`src/rtl/snake_pkg.sv`:
```
// snake_pkg: cell codes, scheduler FSM state encodings and the game-state
// helper shared by the framebuffer scheduler files.
package snake_pkg;
  typedef logic [2:0] cell_t;
  localparam cell_t C_EMPTY = 3'd0;
  localparam cell_t C_BODY  = 3'd1;
  localparam cell_t C_HEAD  = 3'd2;
  localparam cell_t C_FOOD  = 3'd3;
  localparam cell_t C_TAIL  = 3'd4;
  localparam logic [2:0] S_IDLE     = 3'd0;
  localparam logic [2:0] S_CLEAR    = 3'd1;
  localparam logic [2:0] S_SEG_REQ  = 3'd2;
  localparam logic [2:0] S_SEG_WAIT = 3'd3;
  localparam logic [2:0] S_HEAD     = 3'd4;
  localparam logic [2:0] S_FOOD     = 3'd5;
  localparam logic [2:0] S_DONE     = 3'd6;
  // Only states 01 and 10 have a snake on screen.
  function automatic logic is_play(input logic [1:0] st);
    return st == 2'b01 || st == 2'b10;
  endfunction
endpackage

```
`src/rtl/snake_fb_addr.sv`:
```
// snake_fb_addr: registered cell-to-framebuffer address (y*GRID_W+x) with
// an off-grid check that suppresses the write enable.
module snake_fb_addr
  import snake_pkg::*;
#(
  parameter int GRID_W = 60,
  parameter int GRID_H = 40,
  parameter int X_BITS = 6,
  parameter int Y_BITS = 6,
  parameter int FB_AW  = 12
) (
  input  logic              px_clk,
  input  logic              rst_n,
  input  logic              i_vld,
  input  logic [X_BITS-1:0] i_x,
  input  logic [Y_BITS-1:0] i_y,
  input  cell_t             i_code,
  output logic              o_we,
  output logic [FB_AW-1:0]  o_addr,
  output cell_t             o_code
);
  logic w_in_grid;
  assign w_in_grid = 32'(i_x) < GRID_W && 32'(i_y) < GRID_H;
  always_ff @(posedge px_clk or negedge rst_n)
    if (!rst_n) begin
      o_we   <= 1'b0;
      o_addr <= '0;
      o_code <= C_EMPTY;
    end else begin
      o_we <= i_vld && w_in_grid;
      if (i_vld) begin
        o_addr <= FB_AW'(i_y) * FB_AW'(GRID_W) + FB_AW'(i_x);
        o_code <= i_code;
      end
    end
endmodule

```
`src/rtl/snake_fb_scheduler.sv`:
```
// snake_fb_scheduler: per-frame framebuffer rebuild (clear, body, head, food).
// Define SNAKE_FB_SCHED_STATS_EN to add saturating frame/skip counters.
module snake_fb_scheduler
  import snake_pkg::*;
#(
  parameter int GRID_W    = 60,
  parameter int GRID_H    = 40,
  parameter int X_BITS    = 6,
  parameter int Y_BITS    = 6,
  parameter int S_LEN_W   = 8,
  parameter int S_ADDR_W  = 8,
  parameter int Q_TIMEOUT = 15,
  localparam int FB_AW    = $clog2(GRID_W * GRID_H)
) (
  input  logic                px_clk,
  input  logic                rst_n,
  input  logic                frame_start,
  input  logic [1:0]          state,
  input  logic [S_LEN_W-1:0]  len,
  input  logic [X_BITS-1:0]   hx,
  input  logic [Y_BITS-1:0]   hy,
  input  logic [X_BITS-1:0]   fx,
  input  logic [Y_BITS-1:0]   fy,
  output logic                q_req,
  output logic [S_ADDR_W-1:0] q_addr,
  input  logic                q_vld,
  input  logic [X_BITS-1:0]   q_x,
  input  logic [Y_BITS-1:0]   q_y,
  output logic                fb_we,
  output logic [FB_AW-1:0]    fb_waddr,
  output logic [2:0]          fb_wdata,
  output logic                busy,
  output logic                done,
  output logic                overrun
`ifdef SNAKE_FB_SCHED_STATS_EN
  ,
  output logic [15:0]         frame_cnt,
  output logic [15:0]         skip_cnt
`endif
);
  localparam int T_W = $clog2(Q_TIMEOUT + 1);
  localparam logic [X_BITS-1:0] X_LAST = X_BITS'(GRID_W - 1);
  localparam logic [Y_BITS-1:0] Y_LAST = Y_BITS'(GRID_H - 1);
  localparam logic [T_W-1:0]    T_LAST = T_W'(Q_TIMEOUT - 1);
  logic [2:0]          r_fsm;
  logic [1:0]          r_state;
  logic [S_LEN_W-1:0]  r_len, r_idx;
  logic [X_BITS-1:0]   r_hx, r_fx, r_cx;
  logic [Y_BITS-1:0]   r_hy, r_fy, r_cy;
  logic [T_W-1:0]      r_tmr;
  logic                r_busy, r_done, r_overrun, r_q_req;
  logic [S_ADDR_W-1:0] r_q_addr;
  logic [2:0]          w_nxt;
  logic                w_accept, w_clr_end, w_skip, w_wr_vld;
  logic [X_BITS-1:0]   w_wr_x;
  logic [Y_BITS-1:0]   w_wr_y;
  cell_t               w_wr_code;
  assign w_accept  = frame_start && (r_fsm == S_IDLE || r_fsm == S_DONE);
  assign w_clr_end = r_cx == X_LAST && r_cy == Y_LAST;
  assign w_skip    = !q_vld && r_tmr == T_LAST;
  always_comb begin
    w_nxt = S_IDLE;
    case (r_fsm)
      S_IDLE, S_DONE: w_nxt = frame_start ? S_CLEAR : S_IDLE;
      S_CLEAR:        w_nxt = !w_clr_end ? S_CLEAR : is_play(r_state) ? S_SEG_REQ : S_DONE;
      S_SEG_REQ:      w_nxt = r_idx < r_len ? S_SEG_WAIT : S_HEAD;
      S_SEG_WAIT:     w_nxt = (q_vld || w_skip) ? S_SEG_REQ : S_SEG_WAIT;
      S_HEAD:         w_nxt = S_FOOD;
      S_FOOD:         w_nxt = S_DONE;
      default:        w_nxt = S_IDLE;
    endcase
  end
  // Every framebuffer write funnels through one address unit; later writes win.
  always_comb begin
    w_wr_vld  = 1'b0;
    w_wr_x    = r_cx;
    w_wr_y    = r_cy;
    w_wr_code = C_EMPTY;
    case (r_fsm)
      S_CLEAR: w_wr_vld = 1'b1;
      S_SEG_WAIT: begin
        w_wr_vld  = q_vld;
        w_wr_x    = q_x;
        w_wr_y    = q_y;
        w_wr_code = r_idx == r_len - S_LEN_W'(1) ? C_TAIL : C_BODY;
      end
      S_HEAD: begin
        w_wr_vld  = 1'b1;
        w_wr_x    = r_hx;
        w_wr_y    = r_hy;
        w_wr_code = C_HEAD;
      end
      S_FOOD: begin
        w_wr_vld  = 1'b1;
        w_wr_x    = r_fx;
        w_wr_y    = r_fy;
        w_wr_code = C_FOOD;
      end
      default: ;
    endcase
  end
  always_ff @(posedge px_clk or negedge rst_n)
    if (!rst_n) begin
      r_fsm     <= S_IDLE;
      r_state   <= '0;
      r_len     <= '0;
      r_hx      <= '0;
      r_hy      <= '0;
      r_fx      <= '0;
      r_fy      <= '0;
      r_cx      <= '0;
      r_cy      <= '0;
      r_idx     <= '0;
      r_tmr     <= '0;
      r_busy    <= 1'b0;
      r_done    <= 1'b0;
      r_overrun <= 1'b0;
      r_q_req   <= 1'b0;
      r_q_addr  <= '0;
    end else begin
      r_fsm  <= w_nxt;
      r_busy <= !(w_nxt == S_IDLE || w_nxt == S_DONE);
      r_done <= w_nxt == S_DONE;
      if (frame_start && r_busy) r_overrun <= 1'b1;
      if (w_accept) begin
        r_state <= state;
        r_len   <= len;
        r_hx    <= hx;
        r_hy    <= hy;
        r_fx    <= fx;
        r_fy    <= fy;
        r_cx    <= '0;
        r_cy    <= '0;
      end
      if (r_fsm == S_CLEAR) begin
        r_cx  <= r_cx == X_LAST ? '0 : r_cx + X_BITS'(1);
        r_cy  <= r_cx == X_LAST ? r_cy + Y_BITS'(1) : r_cy;
        r_idx <= S_LEN_W'(1);
      end
      if (r_fsm == S_SEG_REQ && w_nxt == S_SEG_WAIT) begin
        r_q_req  <= 1'b1;
        r_q_addr <= S_ADDR_W'(r_idx);
        r_tmr    <= '0;
      end
      if (r_fsm == S_SEG_WAIT) begin
        r_tmr <= r_tmr + T_W'(1);
        if (w_nxt == S_SEG_REQ) begin
          r_q_req <= 1'b0;
          r_idx   <= r_idx + S_LEN_W'(1);
        end
      end
    end
  snake_fb_addr #(
    .GRID_W(GRID_W), .GRID_H(GRID_H), .X_BITS(X_BITS), .Y_BITS(Y_BITS), .FB_AW(FB_AW)
  ) u_addr (
    .px_clk (px_clk),
    .rst_n  (rst_n),
    .i_vld  (w_wr_vld),
    .i_x    (w_wr_x),
    .i_y    (w_wr_y),
    .i_code (w_wr_code),
    .o_we   (fb_we),
    .o_addr (fb_waddr),
    .o_code (fb_wdata)
  );
  assign q_req   = r_q_req;
  assign q_addr  = r_q_addr;
  assign busy    = r_busy;
  assign done    = r_done;
  assign overrun = r_overrun;
`ifdef SNAKE_FB_SCHED_STATS_EN
  logic [15:0] r_frame_cnt, r_skip_cnt;
  always_ff @(posedge px_clk or negedge rst_n)
    if (!rst_n) begin
      r_frame_cnt <= '0;
      r_skip_cnt  <= '0;
    end else begin
      if (r_done && r_frame_cnt != '1) r_frame_cnt <= r_frame_cnt + 16'd1;
      if (r_fsm == S_SEG_WAIT && w_skip && r_skip_cnt != '1) r_skip_cnt <= r_skip_cnt + 16'd1;
    end
  assign frame_cnt = r_frame_cnt;
  assign skip_cnt  = r_skip_cnt;
`endif
endmodule

```
`config.mk`:
```
export PLATFORM = sky130hd
export DESIGN_NAME = snake_fb_scheduler
export DESIGN_NICKNAME = d
export VERILOG_FILES = /design/src/rtl/snake_pkg.sv /design/src/rtl/snake_fb_addr.sv /design/src/rtl/snake_fb_scheduler.sv
export SDC_FILE = /design/constraint.sdc
export NUM_CORES = 1
export LEC_CHECK = 0
export BUFFER_PORTS_ARGS = -buffer_cell sky130_fd_sc_hd__buf_2
export CORE_ASPECT_RATIO = 0.6
export CORE_MARGIN = 10
export CORE_UTILIZATION = 60
export DETAILED_ROUTE_END_ITERATION = 16
export PLACE_DENSITY_LB_ADDON = 0.25
export SKIP_CTS_REPAIR_TIMING = 1
export SYNTH_ARGS = -nofsm -noshare
export SYNTH_HDL_FRONTEND = slang
export SYNTH_SLANG_ARGS = --single-unit
```
`constraint.sdc`:
```
create_clock -name px_clk -period 9.5 [get_ports px_clk]
set_input_delay 1.425 -clock px_clk [delete_from_list [all_inputs] [get_ports px_clk]]
set_output_delay 1.425 -clock px_clk [all_outputs]
set_load 0.01 [all_outputs]
```
==> results.md, run 1 <==
- The run finished with clean final reports.
- Of the total power, registers draw 45.3%.
- Buffers inserted during clock tree synthesis total 9.
- The kind of start point of the critical path is a flip-flop.
- The post-synthesis cell type with the largest combined area is sky130_fd_sc_hd__dfrtp_1.
- The worst-skew pair later-pin latency is 350 ps.
- The clock tree skew after final layout is 7.46 ps.
- The average instance in the mapped netlist occupies 10.0 um^2.
- The switching power of the nets is 247 uW.
- The max capacitance violation total is 0.
- The number of DRC markers in iteration 0 is 300.
- The standard cell with the maximum stage delay on the critical path is sky130_fd_sc_hd__dfrtp_1.
- At the pin with the least slew margin, the transition time is 1060 ps.
- The die is 93.8 um tall.
- The arrival time of the worst setup path is 6290 ps.
- The worst setup path is captured at a flip-flop.
- The most used flip-flop cell after synthesis is sky130_fd_sc_hd__dfrtp_1.
- Ranked by instance count, the synthesized netlist is headed by sky130_fd_sc_hd__dfrtp_1, sky130_fd_sc_hd__o21ai_0, sky130_fd_sc_hd__nand2_1.
- TritonCTS built the clock tree.
- The fill cell total of the finished layout is 644.
- Per report_power, the combinational group accounts for 16.1% of the total.
- The worst path needs 6050 ps of the cycle, external delays included.
- The number of global-route vias before repair is 4423.
- The post-synthesis cell count is 542.
- The core region is 0.00869 mm^2.
- The most numerous cell type found on the critical path is sky130_fd_sc_hd__inv_1.
- Sorting the synthesized cells by area gives the leading types as sky130_fd_sc_hd__dfrtp_1, sky130_fd_sc_hd__mux2_2, sky130_fd_sc_hd__ha_1.
- For this configuration, the core starts out at a cell density of 62.7%.
- The clock net in this run drives a total of 89 sinks.
- Counting flops with an async set or reset pin after synthesis yields a share of 100%.
- The number of nets in the final layout is 701.
- Timing would allow up to 0.165 GHz.
- In the final layout, flip-flops and latches occupy 0.00223 mm^2.
- Setup violations remaining at the end of the flow were counted as 0.
- The clock-pin slew of the registers on the worst-case setup and hold paths is 70 ps.
- The number of antenna violations at the first check in global routing came to 0.
- The number of standard-cell rows in the floorplan is 26.
- The startpoint of the tightest hold check path is overrun.
- The footprint of the multi-input gates is 0.00300 mm^2.
- The count of unique library cells instantiated by Yosys is 59.
- The leakage power summed over all cells is 0.00287 uW.
- The pre-antenna-repair detailed-routing pass consisted of 5 iterations.
- After synthesis the netlist holds a flip-flop and latch count of 89.
- The cell family with the largest share of critical-path delay is adder cells.
- The overflow left after global routing is 0.
- Net switching is 26.9% of the power.
- The number of antenna diodes in the final layout is 0.
- Cells with a size suffix above 1 make up 23.0% of the layout.
- After detailed routing, the total wire length is 13200 um.
- The count of cells along the worst register-to-register path is 17.
- The synthesized design contains 0 enable-type register cells.
- The setup check on the worst reg-to-reg path leaves a slack of 3450 ps.
- The hold slack is 460 ps.
- Buffers placed on the I/O ports in this run total 77.
- Cell internal power was estimated by the tool at 671 uW.
- The H-tree was split into 3 levels.
- After detailed routing, the number of remaining DRC violations is 0.
- The first global-routing pass estimated 22000 um of wire.
- Of the synthesized area, sequential elements account for 40.9%.
- The mapped netlist covers 0.00545 mm^2.
- VDD sags by at most 0.103 mV.
- The largest net degree at the start of global routing is 50.
- Using the TritonRoute via totals, the vias-per-cell ratio works out to 5.93.
- The post-route setup TNS is 0 ps.
- The maximum fanout along the worst path is 24.
- The end of the worst register-to-register path is u_addr.o_addr[11].
- The count of final hold-check violations is 0.
- The path type of the worst setup path is flip-flop to flip-flop.
- The number of nets in the synthesized netlist is 634.
- The die is 143 um wide.
- The root buffer selected by CTS is sky130_fd_sc_hd__clkbuf_16.
- The fraction of power consumed by the clock network is 38.6%.
- Routability-driven placement finished with a final weighted congestion of 0.907.
- Global routing used 20.5% of the available tracks.
- The worst min-delay path endpoint is overrun.
- Traced cell by cell, the critical path runs through clkinv_1 > ha_1 > nand2b_1 > o21ai_0 > inv_1 > fa_1 > inv_1 > fa_1 > inv_1 > ha_1 > a211oi_1 > nor2_1 > xor2_1 > and3_1 > nand3_1 > xnor3_1 > mux2_2.
- The number of top-level design ports is 78.
- The synthesis warning total is 0.
- The area growth from synthesis to layout is 13.8%.
- The clock passes through at most 2 buffers.
- The worst endpoint required time is 9740 ps.
- The startpoint of the worst register-to-register path is r_fsm[1].
- Setup repair after global routing left no endpoint under its margin.
- The min-delay analysis places its worst path in the category flip-flop to flip-flop.
- The power density over cell area is 148 mW/mm^2.
- Dividing the detail-routed wire length by the instance count gives 18.2 um.
- The total via count after detailed routing is 4307.
- The delay of the slowest cell on the worst path is 760 ps.
- Among all cell types in the netlist, the one instantiated most often is sky130_fd_sc_hd__dfrtp_1.
- Along the worst hold path, the cell count comes to 1.
- The critical path contains buffers and inverters numbering 4 combined.
- The number of antenna-violating nets in the routed design is 0.
- The part of the cycle the worst path needs is 63.7%.
- Summed over all nets, the half-perimeter wirelength after detailed placement is 9940 um.
- The top-area cell type share of the netlist area is 40.9%.
- The worst relative slew slack is 29.1%.
- The final count of pins violating max slew is 0.
- The die covers 0.0134 mm^2.
[flip-flops by register name, indices dropped and copies added, names as in the netlist]
name / count
u_addr.o_addr: 12
q_addr: 8
r_idx: 8
r_len: 8
r_cx: 6
r_cy: 6
r_fx: 6
r_fy: 6
r_hx: 6
r_hy: 6
r_tmr: 4
r_fsm: 3
u_addr.o_code: 3
r_state: 2
busy: 1
done: 1
overrun: 1
q_req: 1
u_addr.o_we: 1
[kinds of logic after synthesis]
kind of cell | count (synthesis) | synth area share (%)
and+or+nand+nor | 144 | 13.7
AOI/OAI and AO/OA | 140 | 17.0
DFF | 89 | 40.9
buffers and inverters | 58 | 4.27
adders and majority gates | 42 | 11.0
muxes | 41 | 8.39
xor gates and xnor gates | 28 | 4.76
[cell type report]
cell class | instances | share of cell area, %
Clock buffer | 11 | 3.76
Timing Repair Buffer | 81 | 6.74
Tap cell | 112 | 2.26
Multi-Input combinational cell | 395 | 48.4
Inverter | 33 | 2.00
Clock inverter | 5 | 0.909
Sequential cell | 89 | 35.9
[through the flow]
stage	utilization [%]	instance area, um^2	std cells	total power, uW	setup slack (ps)
finish	71.3	6200	726	918	3450
global route	71.3	6200	726	960	3050
CTS	71.3	6200	726	923	3510
detailed placement	68.0	5910	710	571	3580
global placement	68.0	5910	710	560	3970
floorplan	-	5450	542	513	4480
[cells in the final DEF (no fill, tap or decap), drive strengths merged, types with 11 or more instances in the layout]
cell	Yosys	routed
xnor2	14	14
mux2	37	37
inv	32	32
a22oi	14	14
ha	32	32
a21oi	24	24
nor2	35	35
a22o	16	16
o21ai	51	51
buf	11	81
clkbuf	14	11
nand2	45	45
xor2	13	13
dfrtp	89	89
[worst reg2reg max path, delay by kind of cell, from the launching register on]
kind | cells | cell delay, ps
compound gates | 2 | 820
xor+xnor | 2 | 500
fa+ha+maj | 4 | 1770
buf+inv | 4 | 810
flops | 1 | 760
mux | 1 | 260
simple gates | 4 | 1020
[how the worst max path moves through the flow]
stage / from / end / slack [ps] / cells after the start
6_report: r_fsm[1] / u_addr.o_addr[11] / 3450 / 17
5_1_grt: r_fsm[1] / u_addr.o_addr[11] / 3050 / 17
4_1_cts: r_fsm[1] / u_addr.o_addr[11] / 3510 / 17
3_5_place_dp: r_fsm[1] / u_addr.o_addr[11] / 3580 / 17
3_3_place_gp: r_fsm[1] / u_addr.o_addr[11] / 3970 / 17
2_1_floorplan: r_fsm[1] / u_addr.o_addr[11] / 4480 / 19
[power groups by stage]
stage | combinational (uW) | clock, uW | sequential, uW
floorplan | 86.8 | 0 | 427
global placement | 139 | 0 | 421
detailed placement | 148 | 0 | 423
CTS | 149 | 359 | 416
global route | 167 | 375 | 418
finish | 148 | 354 | 416
[metal layers]
metal	up-vias	GRT usage [%]	wire (um)
met2	161	29.9	5560
li1	2068	-	-
met3	22	7.47	1100
met1	2056	28.7	6420
met5	-	0	0
met4	0	4.10	127
Note: power is estimated with default switching activity, not from simulation.
==> inputs of run 2 (changes only) <==
--- a/config.mk
+++ b/config.mk
@@ -5,10 +5,11 @@
 export SDC_FILE = /design/constraint.sdc
 export NUM_CORES = 1
 export LEC_CHECK = 0
+export ABC_AREA = 1
 export BUFFER_PORTS_ARGS = -buffer_cell sky130_fd_sc_hd__buf_2
 export CORE_ASPECT_RATIO = 0.6
 export CORE_MARGIN = 10
-export CORE_UTILIZATION = 60
+export CORE_UTILIZATION = 53
 export DETAILED_ROUTE_END_ITERATION = 16
 export PLACE_DENSITY_LB_ADDON = 0.25
 export SKIP_CTS_REPAIR_TIMING = 1
==> constraint.sdc (replaced) <==
create_clock -name px_clk -period 5.5 [get_ports px_clk]
set_input_delay 0.825 -clock px_clk [delete_from_list [all_inputs] [get_ports px_clk]]
set_output_delay 0.825 -clock px_clk [all_outputs]
set_load 0.01 [all_outputs]
==> results.md, run 2 <==
- The final count of pins violating max slew is 0 (unchanged).
- The top cell types in the final layout, fill and taps aside, are sky130_fd_sc_hd__nand2_1, sky130_fd_sc_hd__dfrtp_1, sky130_fd_sc_hd__inv_1, sky130_fd_sc_hd__buf_2, sky130_fd_sc_hd__nand3_1.
- The primary flip-flop cell chosen by synthesis mapping is sky130_fd_sc_hd__dfrtp_1.
- The clock tree skew after final layout was 5.52 ps (-1.94 ps).
- The delay of the slowest cell on the worst path is 590 ps (-170 ps).
- The count of final hold-check violations is 0 (unchanged).
- The H-tree level count is 3 (unchanged).
- The floorplan die area is 0.0151 mm^2 (+13%).
- The total CTS buffers is 9 (unchanged).
- The worst relative slew slack is 48.4% (+19 points).
- The wire length reported by the detailed router was 15200 um (+15%).
- The number of nets in the final layout came to 873 (+25%).
- The largest net degree at the start of global routing came to 62 (+24%).
- The worst-skew pair later-pin latency is 350 ps (about the same).
- The final RePlAce weighted congestion is 0.932 (+2.7%).
- The count of unique library cells instantiated by Yosys came to 40 (-32%).
- The worst-case vdd ir drop is 0.230 mV (+120%).
- The clock-pin slew of the registers on the worst-case setup and hold paths came to 60 ps (about the same).
- The placeable core area was 0.0101 mm^2 (+16%).
- The synthesis warning total was 0 (unchanged).
- The die outline width came to 152 um (+6.4%).
- The slew at the pin closest to its max-slew limit was 775 ps (-289 ps).
- The number of flops mapped to enable cells by yosys is 0 (unchanged).
- The maximum clock path buffer count came to 2 (unchanged).
- The detail-routed via count per cell is 5.52 (-7.0%).
- The average wire per standard cell was 16.5 um (-9.4%).
- The overall routing resource usage is 20.3% (-0.20 points).
- The flip-flop count of the largest register, all copies and words added is 12 (unchanged).
- Ranked by total cell area, the synthesized netlist is headed by sky130_fd_sc_hd__dfrtp_1, sky130_fd_sc_hd__nand2_1, sky130_fd_sc_hd__ha_1.
- The post-synthesis cell area is 0.00556 mm^2 (+2.0%).
- The total power was 2670 uW (+190%).
- The library cell used most frequently in the layout, excluding fill and tap cells, is sky130_fd_sc_hd__nand2_1.
- The slowest stage of the critical path belongs to the cell sky130_fd_sc_hd__dfrtp_1.
- The cell family with the largest share of critical-path delay is simple AND/OR/NAND/NOR gates.
- The number of global-route vias before repair is 4947 (+12%).
- The arrival time of the worst setup path is 5100 ps (-1190 ps).
- TritonCTS built the clock tree.
- The proportion of layout cells with a drive suffix above 1 is 15.6% (-7.3 points).
- The area growth from synthesis to layout is 14.6%.
- Clock tree synthesis selected as its root buffer the cell sky130_fd_sc_hd__clkbuf_16.
- The remaining design rule violation count is 0 (unchanged).
- The power density over cell area came to 420 mW/mm^2 (+180%).
- The overflow left after global routing was 0 (unchanged).
- The total via count after detailed routing is 5083 (+18%).
- The number of nets in the synthesized netlist is 798 (+26%).
- The global-route wire length before repair came to 25400 um (+15%).
- The shortest period the worst path allows is 4860 ps (-1200 ps).
- The post-DP HPWL is 11500 um (+16%).
- The run finished with clean final reports.
- The async set-reset flop share out of synthesis is 100% (unchanged).
- The number of standard-cell rows in the floorplan is 28 (+7.7%).
- Setup repair after global routing left no endpoint under its margin.
- The floorplan die height is 99.3 um (+5.9%).
- The mean post-synth cell area is 7.87 um^2 (-22%).
- The number of antenna violations at the first check in global routing is 0 (unchanged).
- The count of input and output buffers is 77 (unchanged).
- The number of DRC markers in iteration 0 is 514 (+71%).
- After synthesis, the most frequently instantiated cells are sky130_fd_sc_hd__nand2_1, sky130_fd_sc_hd__dfrtp_1, sky130_fd_sc_hd__inv_1.
- The length of the first detailed-routing pass in iterations was 6 (+1).
- In this run the worst hold path is classified as input port to asynchronous set/reset pin.
- The setup path with the least slack is of type flip-flop to flip-flop.
- The final-report setup violation count was 0 (unchanged).
- The initial cell density of the core is 55.3% (-7.4 points).
- The part of the Yosys area used for sequential elements is 40.1% (-0.81 points).
- The number of antenna-violating nets in the routed design is 0 (unchanged).
- The diode insertion count for antenna repair is 0 (unchanged).
- Among all cell types in the netlist, the one instantiated most often is sky130_fd_sc_hd__nand2_1.
- Among the stages of the critical path, the cell type that occurs most often is sky130_fd_sc_hd__nand2_1.
- The number of top-level design ports was 78 (unchanged).
- The kind of start point of the critical path is a flip-flop.
- The post-synthesis sequential element count is 89 (unchanged).
- The CTS sink count came to 89 (unchanged).
- The max capacitance violation total is 0 (unchanged).
- The post-route setup TNS is 0 ps (unchanged).
- The top register by number of flip-flops is u_addr.o_addr.
- The nature of the critical path endpoint is a flip-flop.
- The post-synthesis cell count is 706 (+30%).
- The fmax is 0.206 GHz (+25%).
- The worst endpoint required time is 5740 ps (-4000 ps).
- The maximum fanout along the worst path is 19 (-21%).
- The leakage power summed over all cells was 0.00338 uW (+18%).
- The signal on the critical path passes through inv_1 > nand2_2 > nor2_4 > inv_2 > nand2_8 > nand2_1 > a221oi_2 > a21oi_1 > inv_1 > fa_1 > fa_1 > inv_1 > ha_1 > a21oi_1 > nand2_1 > nand2_1 > nand2_1 > nor3_1 > nand4_1 > nand3_1 > nand2_1.
- The post-synthesis cell type with the largest combined area is sky130_fd_sc_hd__dfrtp_1.
- The part of the cycle the worst path needs is 88.3% (+25 points).
- The total buffers and inverters traversed by the critical path is 4 (unchanged).
- The top-area cell type share of the netlist area was 40.1% (-0.81 points).
## run 2: area by class of cell
type                       count  area [um^2]
sequential                    89         2230
timing repair buffer          82          425
inverter                      83          312
multi-input combinational    516         2910
clock inverter                 4         76.3
fill                         860         3690
clock buffer                  12          246
tap                          135          169
## run 2: cell families (layout without fill, tap and decap cells)
logic type / after synthesis / after routing / synth area share (%)
AND/OR/NAND/NOR: 356 / 356 / 27.7
XOR/XNOR: 24 / 24 / 3.78
adder cells (fa/ha/maj): 42 / 42 / 10.8
buffers and inverters: 101 / 181 / 7.54
AO/OA/AOI/OAI: 94 / 94 / 10.0
flip-flops: 89 / 89 / 40.1
## run 2: through the flow
stage	instance area, um^2	hold slack, ps	utilization [%]	setup WS, ps	std cells
finish	6370	398	63.3	642	921
floorplan	5560	449	-	1280	706
global placement	6040	435	60.1	938	905
detailed placement	6040	455	60.1	696	905
global route	6370	429	63.3	211	921
CTS	6370	412	63.3	678	921
## run 2: where the power goes
group	switching, uW	leakage, uW	internal [uW]
combinational	649	0.00209	370
clock	262	0.000153	412
sequential	130	0.00114	848
total	1040	0.00338	1630
## run 2: worst reg2reg max path, delay by kind of cell, from the launching register on
| family | cells | cell delay, ps |
|---|---|---|
| adder cells (fa/ha/maj) | 3 | 1420 |
| flip-flops | 1 | 590 |
| AND/OR/NAND/NOR | 11 | 1490 |
| buffers and inverters | 4 | 500 |
| AO/OA/AOI/OAI | 3 | 750 |
## run 2: path summary, 6_finish.rpt
check / start / end / slack, ps / cells after the start
max: r_fsm[2] / u_addr.o_addr[11] / 640 / 21
min: rst_n / overrun / 400 / 1
max reg2reg: r_fsm[2] / u_addr.o_addr[11] / 640 / 21
min reg2reg: overrun / overrun / 460 / 1
max in group asynchronous: rst_n / u_addr.o_addr[6] / 3990 / 2
min in group px_clk: overrun / overrun / 460 / 1
## run 2: layer usage
layer | wire length, um | share of wire [%] | vias to the layer above | global-route usage [%]
met5 | 0 | 0 | - | 0
met4 | 216 | 1.4 | 0 | 4.50
met3 | 1470 | 9.7 | 25 | 5.46
met2 | 6080 | 40 | 263 | 28.7
met1 | 7400 | 49 | 2360 | 30.1
li1 | - | - | 2435 | -
==> inputs of run 3 (changes only) <==
--- a/config.mk
+++ b/config.mk
@@ -5,11 +5,10 @@
 export SDC_FILE = /design/constraint.sdc
 export NUM_CORES = 1
 export LEC_CHECK = 0
-export ABC_AREA = 1
 export BUFFER_PORTS_ARGS = -buffer_cell sky130_fd_sc_hd__buf_2
 export CORE_ASPECT_RATIO = 0.6
 export CORE_MARGIN = 10
-export CORE_UTILIZATION = 53
+export CORE_UTILIZATION = 52
 export DETAILED_ROUTE_END_ITERATION = 16
 export PLACE_DENSITY_LB_ADDON = 0.25
 export SKIP_CTS_REPAIR_TIMING = 1
==> results.md, run 3 (synthesized netlist as in run 1, its figures left out) <==
- The kind of start point of the critical path is a flip-flop.
- The floorplan die area is 0.0151 mm^2 (about the same).
- The worst endpoint required time came to 5740 ps (about the same).
- The worst setup path is captured at a flip-flop.
- The slew at the pin closest to its max-slew limit was 1120 ps (+342 ps).
- The final RePlAce weighted congestion was 0.844 (-9.4%).
- The part of the cycle the worst path needs is 89.6% (+1.3 points).
- The path type of the worst setup path is flip-flop to flip-flop.
- The die outline width was 152 um (about the same).
- The maximum fanout along the worst path is 11 (-8).
- The leakage power summed over all cells is 0.00290 uW (-14%).
- The number of DRC markers in iteration 0 is 395 (-23%).
- The wire length reported by the detailed router is 13000 um (-15%).
- The count of input and output buffers came to 77 (unchanged).
- The clock tree skew after final layout is 6.45 ps (+0.922 ps).
- The flip-flop count of the largest register, all copies and words added is 12 (unchanged).
- The overflow left after global routing came to 0 (unchanged).
- The proportion of layout cells with a drive suffix above 1 came to 23.9% (+8.3 points).
- The overall routing resource usage was 17.3% (-3.0 points).
- The arrival time of the worst setup path was 5170 ps (+70 ps).
- The average wire per standard cell is 17.2 um (+4.4%).
- The root buffer selected by CTS is sky130_fd_sc_hd__clkbuf_16.
- The post-DP HPWL is 9800 um (-15%).
- The placed instance count was 738 (-18%).
- The number of top-level design ports is 78 (unchanged).
- The final-report setup violation count is 0 (unchanged).
- The signal on the critical path passes through clkinv_1 > ha_1 > nand2b_1 > o21ai_0 > inv_1 > fa_1 > inv_1 > fa_1 > inv_1 > ha_1 > a211oi_1 > nor2_1 > xor2_1 > and3_1 > nand3_1 > xnor3_1 > mux2_2.
- The worst-skew pair later-pin latency came to 350 ps (about the same).
- Setup repair after global routing left no endpoint under its margin.
- The placeable core area is 0.0100 mm^2 (-0.35%).
- The CTS sink count is 89 (unchanged).
- The hold slack is 462 ps (+63.4 ps).
- The maximum clock path buffer count was 2 (unchanged).
- The total CTS buffers was 9 (unchanged).
- The cell occurring most often along the worst timing path is sky130_fd_sc_hd__inv_1.
- The post-route setup TNS is 0 ps (unchanged).
- The worst-case vdd ir drop is 0.176 mV (-24%).
- The largest net degree at the start of global routing is 90 (+45%).
- The detail-routed via count per cell is 5.69 (+3.2%).
- The global-route wire length before repair was 21900 um (-14%).
- The total power is 1590 uW (-41%).
- The diode insertion count for antenna repair is 0 (unchanged).
- The shortest period the worst path allows is 4930 ps (+72.1 ps).
- The most common library cell in the layout ignoring fill and taps is sky130_fd_sc_hd__dfrtp_1.
- The cell family with the largest share of critical-path delay is adder cells.
- The final standard cell count with taps included and fillers excluded is 754 (-18%).
- The number of antenna-violating nets in the routed design is 0 (unchanged).
- The power density over cell area came to 253 mW/mm^2 (-40%).
- The max capacitance violation total is 0 (unchanged).
- The number of nets in the final layout came to 706 (-19%).
- The initial cell density of the core was 54.4% (-0.91 points).
- The number of standard-cell rows in the floorplan was 28 (unchanged).
- The run finished with clean final reports.
- The standard cell with the maximum stage delay on the critical path is sky130_fd_sc_hd__fa_1.
- The core utilization of the finished layout is 62.6% (-0.74 points).
- The clock tree from TritonCTS is built.
- The clock-pin slew of the registers on the worst-case setup and hold paths is 70 ps (about the same).
- The area growth from synthesis to layout is 15.1%.
- The class of the tightest hold or removal check is flip-flop to flip-flop.
- The delay of the slowest cell on the worst path is 540 ps (-50 ps).
- The number of antenna violations at the first check in global routing is 0 (unchanged).
- The floorplan die height is 99.3 um (about the same).
- The length of the first detailed-routing pass in iterations is 5 (-1).
- The top register by number of flip-flops is u_addr.o_addr.
- The number of global-route vias before repair is 4300 (-13%).
- The final count of pins violating max slew came to 0 (unchanged).
- The fmax is 0.203 GHz (-1.5%).
- The total buffers and inverters traversed by the critical path is 4 (unchanged).
- The library cells used most frequently in the layout, excluding fill and tap cells, are sky130_fd_sc_hd__dfrtp_1, sky130_fd_sc_hd__buf_2, sky130_fd_sc_hd__o21ai_0.
- The count of final hold-check violations came to 0 (unchanged).
- The remaining design rule violation count is 0 (unchanged).
- The H-tree level count came to 3 (unchanged).
- The worst relative slew slack came to 25.6% (-23 points).
- The total via count after detailed routing is 4293 (-16%).
run 3: cell types whose count changed in the layout (fill, tap and decap cells not counted), sizes merged, moves of 7 or more:
cell / delta
nand2b: +9
nand2: -183
mux2: +37
o22ai: -10
nand3: -49
nor2: -12
a22o: +16
nor2b: +7
a22oi: +14
inv: -50
run 3: cell type report:
| cell class | instances | area [um^2] |
|---|---|---|
| fill | 836 | 3750 |
| multi-input combinational | 395 | 3000 |
| sequential | 89 | 2230 |
| timing repair buffer | 86 | 455 |
| clock buffer | 9 | 225 |
| tap | 135 | 169 |
| inverter | 33 | 124 |
| clock inverter | 7 | 70.1 |
run 3: power by group:
part / switching, uW / internal, uW / total [uW]
clock: 271 / 352 / 624
sequential: 23.3 / 694 / 717
combinational: 136 / 112 / 248
run 3: per-layer routing:
| metal | vias to the layer above | wire (um) | global-route usage, % |
|---|---|---|---|
| met4 | 0 | 117 | 3.68 |
| met2 | 134 | 5270 | 24.2 |
| met5 | - | 0 | 0 |
| li1 | 2086 | - | - |
| met1 | 2060 | 6680 | 25.6 |
| met3 | 13 | 905 | 5.25 |
run 3: worst register-to-register path, cell delays in order, from the launching register on:
cell                       delay, ps
sky130_fd_sc_hd__dfrtp_1         350
sky130_fd_sc_hd__clkinv_1        250
sky130_fd_sc_hd__ha_1            420
sky130_fd_sc_hd__nand2b_1        340
sky130_fd_sc_hd__o21ai_0         370
sky130_fd_sc_hd__inv_1           240
sky130_fd_sc_hd__fa_1            540
sky130_fd_sc_hd__inv_1            50
sky130_fd_sc_hd__fa_1            520
sky130_fd_sc_hd__inv_1            40
sky130_fd_sc_hd__ha_1            230
sky130_fd_sc_hd__a211oi_1        310
sky130_fd_sc_hd__nor2_1          100
sky130_fd_sc_hd__xor2_1          230
sky130_fd_sc_hd__and3_1          240
sky130_fd_sc_hd__nand3_1         110
sky130_fd_sc_hd__xnor3_1         190
sky130_fd_sc_hd__mux2_2          260
run 3: path summary, 6_finish.rpt:
| path | start | endpoint | slack [ps] | cells after the start |
|---|---|---|---|---|
| worst max-delay path | r_fsm[1] | u_addr.o_addr[11] | 570 | 17 |
| worst min-delay path | overrun | overrun | 460 | 1 |
| worst max register to register | r_fsm[1] | u_addr.o_addr[11] | 570 | 17 |
| worst min register to register | overrun | overrun | 460 | 1 |
| max in group asynchronous | rst_n | u_addr.o_addr[1] | 4100 | 1 |
| min in group asynchronous | rst_n | r_hx[4] | 690 | 1 |
run 3: stage by stage:
step | cell area [um^2] | worst slack (ps)
after global routing | 6270 | 134
final | 6270 | 570
after detailed placement | 5970 | 599
after floorplan | 5450 | 475
after CTS | 6270 | 583
after global placement | 5970 | 761
